### config.mk
export PLATFORM = sky130hd
export DESIGN_NAME = uart_rx
export DESIGN_NICKNAME = d
export VERILOG_FILES = /design/src/rtl/uart_pkg.sv /design/src/rtl/uart_baud_tick.sv /design/src/rtl/uart_rx.sv
export SDC_FILE = /design/constraint.sdc
export NUM_CORES = 1
export LEC_CHECK = 0
export CORE_MARGIN = 2
export CORE_UTILIZATION = 29
export DETAILED_ROUTE_END_ITERATION = 8
export DONT_BUFFER_PORTS = 1
export SETUP_SLACK_MARGIN = 0.5
export SKIP_LAST_GASP = 1
export SYNTH_ARGS = -nofsm -noshare
export SYNTH_HDL_FRONTEND = slang
export SYNTH_HIERARCHICAL = 1
export SYNTH_SLANG_ARGS = --single-unit
### constraint.sdc
create_clock -name clk -period 2.65 [get_ports clk]
set_clock_uncertainty 0.1 [all_clocks]
set_input_delay 0.3975 -clock clk [delete_from_list [all_inputs] [get_ports clk]]
set_output_delay 0.3975 -clock clk [all_outputs]
set_load 0.03 [all_outputs]
### src/rtl/uart_pkg.sv
// rtl/uart_pkg.sv - shared UART constants, state encoding and baud divider helper
//
// Purpose : common definitions for the UART receiver (and the future transmitter).
// Contents: DATA_BITS, FSM state encodings, calc_div() tick divider function.
package uart_pkg;

  localparam int DATA_BITS = 8;

  // Receiver FSM state encoding
  localparam logic [2:0] IDLE   = 3'd0;
  localparam logic [2:0] START  = 3'd1;
  localparam logic [2:0] DATA   = 3'd2;
  localparam logic [2:0] PARITY = 3'd3;
  localparam logic [2:0] STOP   = 3'd4;
  localparam logic [2:0] BREAK  = 3'd5;

  // Clock cycles per oversample tick, truncated
  function automatic int calc_div(input int clk_freq, input int baud_rate, input int oversample);
    return clk_freq / (baud_rate * oversample);
  endfunction

endpackage

### src/rtl/uart_baud_tick.sv
// rtl/uart_baud_tick.sv - oversample tick generator with synchronous restart
//
// Purpose : emits a one-clock tick every DIV clock cycles.
// Ports   : i_clk   system clock
//           i_reset synchronous active-high reset
//           i_clr   restart the divider (phase-aligns ticks to a start edge)
//           o_tick  one-cycle tick pulse
module uart_baud_tick #(
  parameter int DIV = 54
) (
  input  logic i_clk,
  input  logic i_reset,
  input  logic i_clr,
  output logic o_tick
);

  localparam int CW = (DIV > 1) ? $clog2(DIV) : 1;
  localparam logic [CW-1:0] LAST = CW'(DIV - 1);

  logic [CW-1:0] r_cnt;

  always_ff @(posedge i_clk) begin
    if (i_reset || i_clr) begin
      r_cnt <= '0;
    end else if (r_cnt == LAST) begin
      r_cnt <= '0;
    end else begin
      r_cnt <= r_cnt + CW'(1);
    end
  end

  // A clear in the same cycle wins, so the first tick after a restart is DIV cycles away
  assign o_tick = (r_cnt == LAST) && !i_clr;

endmodule

### src/rtl/uart_rx.sv
// rtl/uart_rx.sv - oversampling UART receiver, 8N1 (optional parity via UART_RX_PARITY_EN)
//
// Purpose : recovers LSB-first bytes from an asynchronous rx line, forwards only
//           correctly framed bytes, flags framing (and optionally parity) errors.
// Macro   : UART_RX_PARITY_EN - adds a parity bit after the data bits and the parity_err port.
// Ports   : clk         system clock
//           reset       synchronous active-high reset
//           rx          asynchronous serial line, idle high
//           dout        last valid received byte
//           ready       one-cycle pulse, dout holds a new byte
//           framing_err one-cycle pulse, stop bit sampled low
//           parity_err  one-cycle pulse, parity mismatch (UART_RX_PARITY_EN only)
module uart_rx
  import uart_pkg::*;
#(
  parameter int CLK_FREQ   = 100_000_000,
  parameter int BAUD_RATE  = 115200,
  parameter int OVERSAMPLE = 16,
  parameter int PARITY_ODD = 0
) (
  input  logic       clk,
  input  logic       reset,
  input  logic       rx,
  output logic [7:0] dout,
  output logic       ready,
`ifdef UART_RX_PARITY_EN
  output logic       parity_err,
`endif
  output logic       framing_err
);

  localparam int DIV = calc_div(CLK_FREQ, BAUD_RATE, OVERSAMPLE);
  localparam int TW  = $clog2(OVERSAMPLE);
  localparam logic [TW-1:0] TICK_LAST = TW'(OVERSAMPLE - 1);
  localparam logic [TW-1:0] TICK_HALF = TW'(OVERSAMPLE / 2 - 1);
  localparam logic [2:0]    BIT_LAST  = 3'(DATA_BITS - 1);

  logic [1:0]          r_sync;
  logic                r_rx_prev;
  logic [2:0]          r_state;
  logic [TW-1:0]       r_tick_cnt;
  logic [2:0]          r_bit_idx;
  logic [DATA_BITS-1:0] r_shift;
  logic [DATA_BITS-1:0] r_dout;
  logic                r_ready;
  logic                r_framing_err;

  logic w_rx;
  logic w_fall;
  logic w_tick;
  logic w_baud_clr;

  assign w_rx       = r_sync[1];
  assign w_fall     = r_rx_prev && !w_rx;
  assign w_baud_clr = (r_state == IDLE) && w_fall;

  uart_baud_tick #(
    .DIV (DIV)
  ) u_baud_tick (
    .i_clk   (clk),
    .i_reset (reset),
    .i_clr   (w_baud_clr),
    .o_tick  (w_tick)
  );

`ifdef UART_RX_PARITY_EN
  localparam logic PAR_ODD = (PARITY_ODD != 0);
  logic r_parity_bad;
  logic r_parity_err;
  assign parity_err = r_parity_err;
`else
  logic w_unused_parity_odd;
  assign w_unused_parity_odd = (PARITY_ODD != 0);
`endif

  always_ff @(posedge clk) begin
    if (reset) begin
      r_sync        <= 2'b11;
      r_rx_prev     <= 1'b1;
      r_state       <= IDLE;
      r_tick_cnt    <= '0;
      r_bit_idx     <= '0;
      r_shift       <= '0;
      r_dout        <= '0;
      r_ready       <= 1'b0;
      r_framing_err <= 1'b0;
`ifdef UART_RX_PARITY_EN
      r_parity_bad  <= 1'b0;
      r_parity_err  <= 1'b0;
`endif
    end else begin
      r_sync        <= {r_sync[0], rx};
      r_rx_prev     <= w_rx;
      r_ready       <= 1'b0;
      r_framing_err <= 1'b0;
`ifdef UART_RX_PARITY_EN
      r_parity_err  <= 1'b0;
`endif
      case (r_state)
        IDLE: begin
          if (w_fall) begin
            r_state    <= START;
            r_tick_cnt <= '0;
          end
        end

        START: begin
          if (w_tick) begin
            if (r_tick_cnt == TICK_HALF) begin
              r_tick_cnt <= '0;
              r_bit_idx  <= '0;
              // A start bit that is already high again at mid-bit was noise
              r_state    <= w_rx ? IDLE : DATA;
            end else begin
              r_tick_cnt <= r_tick_cnt + TW'(1);
            end
          end
        end

        DATA: begin
          if (w_tick) begin
            if (r_tick_cnt == TICK_LAST) begin
              r_tick_cnt <= '0;
              r_shift    <= {w_rx, r_shift[DATA_BITS-1:1]};
              r_bit_idx  <= r_bit_idx + 3'd1;
              if (r_bit_idx == BIT_LAST) begin
`ifdef UART_RX_PARITY_EN
                r_state <= PARITY;
`else
                r_state <= STOP;
`endif
              end
            end else begin
              r_tick_cnt <= r_tick_cnt + TW'(1);
            end
          end
        end

`ifdef UART_RX_PARITY_EN
        PARITY: begin
          if (w_tick) begin
            if (r_tick_cnt == TICK_LAST) begin
              r_tick_cnt   <= '0;
              // Data plus parity bit must have the configured overall parity
              r_parity_bad <= ((^r_shift) ^ w_rx) != PAR_ODD;
              r_state      <= STOP;
            end else begin
              r_tick_cnt <= r_tick_cnt + TW'(1);
            end
          end
        end
`endif

        STOP: begin
          if (w_tick) begin
            if (r_tick_cnt == TICK_LAST) begin
              r_tick_cnt <= '0;
              if (w_rx) begin
                // Re-arm here so a start edge right after the stop bit is caught
                r_state <= IDLE;
`ifdef UART_RX_PARITY_EN
                if (r_parity_bad) begin
                  r_parity_err <= 1'b1;
                end else begin
                  r_dout  <= r_shift;
                  r_ready <= 1'b1;
                end
`else
                r_dout  <= r_shift;
                r_ready <= 1'b1;
`endif
              end else begin
                r_framing_err <= 1'b1;
                r_state       <= BREAK;
              end
            end else begin
              r_tick_cnt <= r_tick_cnt + TW'(1);
            end
          end
        end

        BREAK: begin
          // Single error pulse for a held-low line; wait for the line to recover
          if (w_rx) begin
            r_state <= IDLE;
          end
        end

        default: begin
          r_state <= IDLE;
        end
      endcase
    end
  end

  assign dout        = r_dout;
  assign ready       = r_ready;
  assign framing_err = r_framing_err;

endmodule

==> results.sh <==
export IMPL_vias=1282
export IMPL_multi_input_area_um2=938
export IMPL_antenna_found_initial=0
export IMPL_wl_per_cell_um=12.2
export IMPL_maxCapViolations=0
export IMPL_io_pins=13
export IMPL_nFillCells=562
export IMPL_synth_ff_type="dfxtp_1"
export IMPL_finalMaxSlewViolations=0
export IMPL_cts_reportedPaths_clkPinSlew_ns=0.08
export IMPL_rr_endpoint="r_tick_cnt[2]$_SDFFE_PP0P_"
export IMPL_yosysSeqAreaShare=0.453
export IMPL_grt_pass1_vias=1222
export IMPL_startpoint="u_baud_tick/r_cnt[1]$_SDFF_PP0_"
export IMPL_ctsHoldBuffers=0
export IMPL_synth_ff_latch_count=37
export IMPL_grt_max_degree=32
export IMPL_numPortBuffers=0
export IMPL_drt_iter0_markers=47
export IMPL_path_buf_inv=1
export IMPL_grt_ovfl_total=0
export IMPL_syn_inst=176
export IMPL_insertion_delay_ns=0.29
export IMPL_path_class="reg2reg"
export IMPL_syn2layout_area_growth_pct=24.6
export IMPL_root_buffer="clkbuf_8"
export IMPL_syn_area_um2=1640
export IMPL_drtAntennaViolNets=0
export IMPL_power_per_cell_area_nw_per_um2=557
export IMPL_arrival_ns=2.43
export IMPL_pre_cts_slack_ns=0.261
export IMPL_routed_wl_um=3270
export IMPL_final_layout_size_suffix_gt1_frac=0.276
export IMPL_cp_end_kind="flip-flop"
export IMPL_vias_per_cell=4.78
export IMPL_hold_class="in2reg"
export IMPL_worstPathCellList="inv_2 > ha_4 > nand4b_1 > nor3_4 > nand2b_1 > a221oi_2 > a31oi_2 > or4b_1 > a21oi_1"
export IMPL_rr_worst_depth=9
export IMPL_slowest_stage="or4b_1"
export IMPL_synth_edff_count=0
export IMPL_r2r_setup_slack_ns=0.35
export IMPL_synthArstFlopShare=0
export IMPL_slew_headroom=0.648
export IMPL_final_common_cell="dfxtp_1"
export IMPL_die_area_um2=6260
export IMPL_routabilityCongestion=0.776
export IMPL_post_route_period_util=0.867
export IMPL_rsz0062_at_grt="true"
export IMPL_holdWs_ns=0.0559
export IMPL_cp_data_required_time_ns=2.78
export IMPL_die_h_um=79.1
export IMPL_finalSetupTns_ns=0
export IMPL_path_max_fanout=6
export IMPL_rr_startpoint="u_baud_tick/r_cnt[1]$_SDFF_PP0_"
export IMPL_crit_end="r_tick_cnt[2]$_SDFFE_PP0P_"
export IMPL_setup_ws_ns=0.351
export IMPL_status="finished clean"
export IMPL_fin_nets=203
export IMPL_syn_avg_cell_area_um2=9.30
export IMPL_rows=27
export IMPL_ys_warn_count=6
export IMPL_clock_path_buffers=2
export IMPL_worstMarginPinSlew_ns=0.525
export IMPL_fmax_ghz=0.435
export IMPL_drcViolationCount=0
export IMPL_core_area_um2=5470
export IMPL_antenna_cells=0
export IMPL_start_util=0.299
export IMPL_power_leakage_nw=0.743
export IMPL_cts_sink_count=37
export IMPL_cts_buffers=5
export IMPL_crit_path_max_incr_delay_ns=0.52
export IMPL_die_w_um=79.1
export IMPL_grtUsageTotal=0.115
export IMPL_drtPass1Iterations=4
export IMPL_seqCellArea_um2=744
export IMPL_setup_viol=0
export IMPL_tritoncts="built"
export IMPL_hold_viol_final=0
export IMPL_yosys_cell_types_count=43
export IMPL_layout_common_cells="dfxtp_1 (34), nor2_1 (27), mux2i_1 (17)"
export IMPL_cp_depth=9
export IMPL_crit_family="simple AND/OR/NAND/NOR gates"
export IMPL_synth_fp_nets=184
export IMPL_min_period_ns=2.30
export IMPL_peakVddDrop_mv=0.292
export IMPL_grt_pass1_wl_um=5600
export IMPL_post_dp_hpwl_um=2040
export IMPL_cts_htree_levels=2
export IMPL_cp_start_kind="flip-flop"
logic make-up after synthesis:
group / after synthesis / synth area share
muxes: 18 / 0.111
DFF: 37 / 0.453
and+or+nand+nor: 73 / 0.229
xor gates and xnor gates: 4 / 0.0214
AOI/OAI and AO/OA: 27 / 0.117
adders and majority gates: 5 / 0.0382
buffers and inverters: 12 / 0.0306
final cells by class:
class,count,area share
repair buffers,19,0.0773
well taps,72,0.0442
flip-flops and latches,37,0.365
clock inverters,3,0.0104
inverters,5,0.00920
clock buffers,5,0.0337
multi-input cells,127,0.460
worst reg2reg max path, cell delays in order (launching register included):
cell	delay [ns]
dfxtp_2	0.33
inv_2	0.06
ha_4	0.11
nand4b_1	0.18
nor3_4	0.28
nand2b_1	0.13
a221oi_2	0.30
a31oi_2	0.09
or4b_1	0.52
a21oi_1	0.14
cell usage after synthesis (2+ instances only):
library cell | number | share of area
nand2b_1 | 7 | 0.027
nor2_1 | 28 | 0.064
or2_2 | 4 | 0.015
nor3_1 | 8 | 0.024
o21ai_0 | 5 | 0.015
xor2_1 | 3 | 0.016
a21o_1 | 2 | 0.0092
mux2i_1 | 17 | 0.10
dfxtp_1 | 37 | 0.45
a21oi_1 | 7 | 0.021
nand3_1 | 5 | 0.015
or3_1 | 3 | 0.011
inv_1 | 5 | 0.011
ha_1 | 5 | 0.038
buf_2 | 4 | 0.012
nor2b_1 | 2 | 0.0076
clkbuf_1 | 3 | 0.0069
nand2_1 | 6 | 0.014
stage by stage:
step | util | total power [W] | area [um2] | std cells
6_report | 0.373 | 0.00114 | 2040 | 268
4_1_cts | 0.361 | 0.00113 | 1980 | 265
3_5_place_dp | 0.320 | 0.000710 | 1750 | 247
2_1_floorplan | - | 0.000685 | 1650 | 176
3_3_place_gp | 0.320 | 0.000708 | 1750 | 247
5_1_grt | 0.373 | 0.00120 | 2040 | 268
state kept, by name, summed over array words and instances (netlist names), 2 cells and up:
register / cells
r_tick_cnt: 4
u_baud_tick/r_cnt: 6
r_bit_idx: 3
r_state: 3
dout: 8
r_sync: 2
r_shift: 8
where the power goes:
part,internal [W],switching (W)
Sequential,0.000568,0.00000876
Clock,0.000187,0.000214
Combinational,0.0000707,0.0000882
how the worst min path moves through the flow:
stage / startpoint / endpoint / slack, ns / depth (start not counted)
2_1_floorplan: r_sync[0]$_SDFF_PP1_ / r_sync[1]$_SDFF_PP1_ / 0.29 / 1
3_3_place_gp: r_sync[0]$_SDFF_PP1_ / r_sync[1]$_SDFF_PP1_ / 0.29 / 1
4_1_cts: reset / r_tick_cnt[1]$_SDFFE_PP0P_ / 0.06 / 1
3_5_place_dp: r_sync[0]$_SDFF_PP1_ / r_sync[1]$_SDFF_PP1_ / 0.30 / 1
5_1_grt: reset / r_tick_cnt[1]$_SDFFE_PP0P_ / 0.04 / 1
6_report: reset / r_tick_cnt[1]$_SDFFE_PP0P_ / 0.06 / 1
per-layer routing:
metal / vias up / global-route usage / share of wire
met4: 0 / 0.0448 / 0.010
li1: 652 / - / -
met3: 2 / 0.0409 / 0.034
met5: - / 0 / 0
met2: 17 / 0.175 / 0.46
met1: 611 / 0.147 / 0.50
repair_timing:
action	4_1_cts	5_1_grt
setup endpoints to repair	22	25
pin swaps	7	3
resized for setup	14	9
setup buffers	10	3
Note: power is estimated with default switching activity, not from simulation.
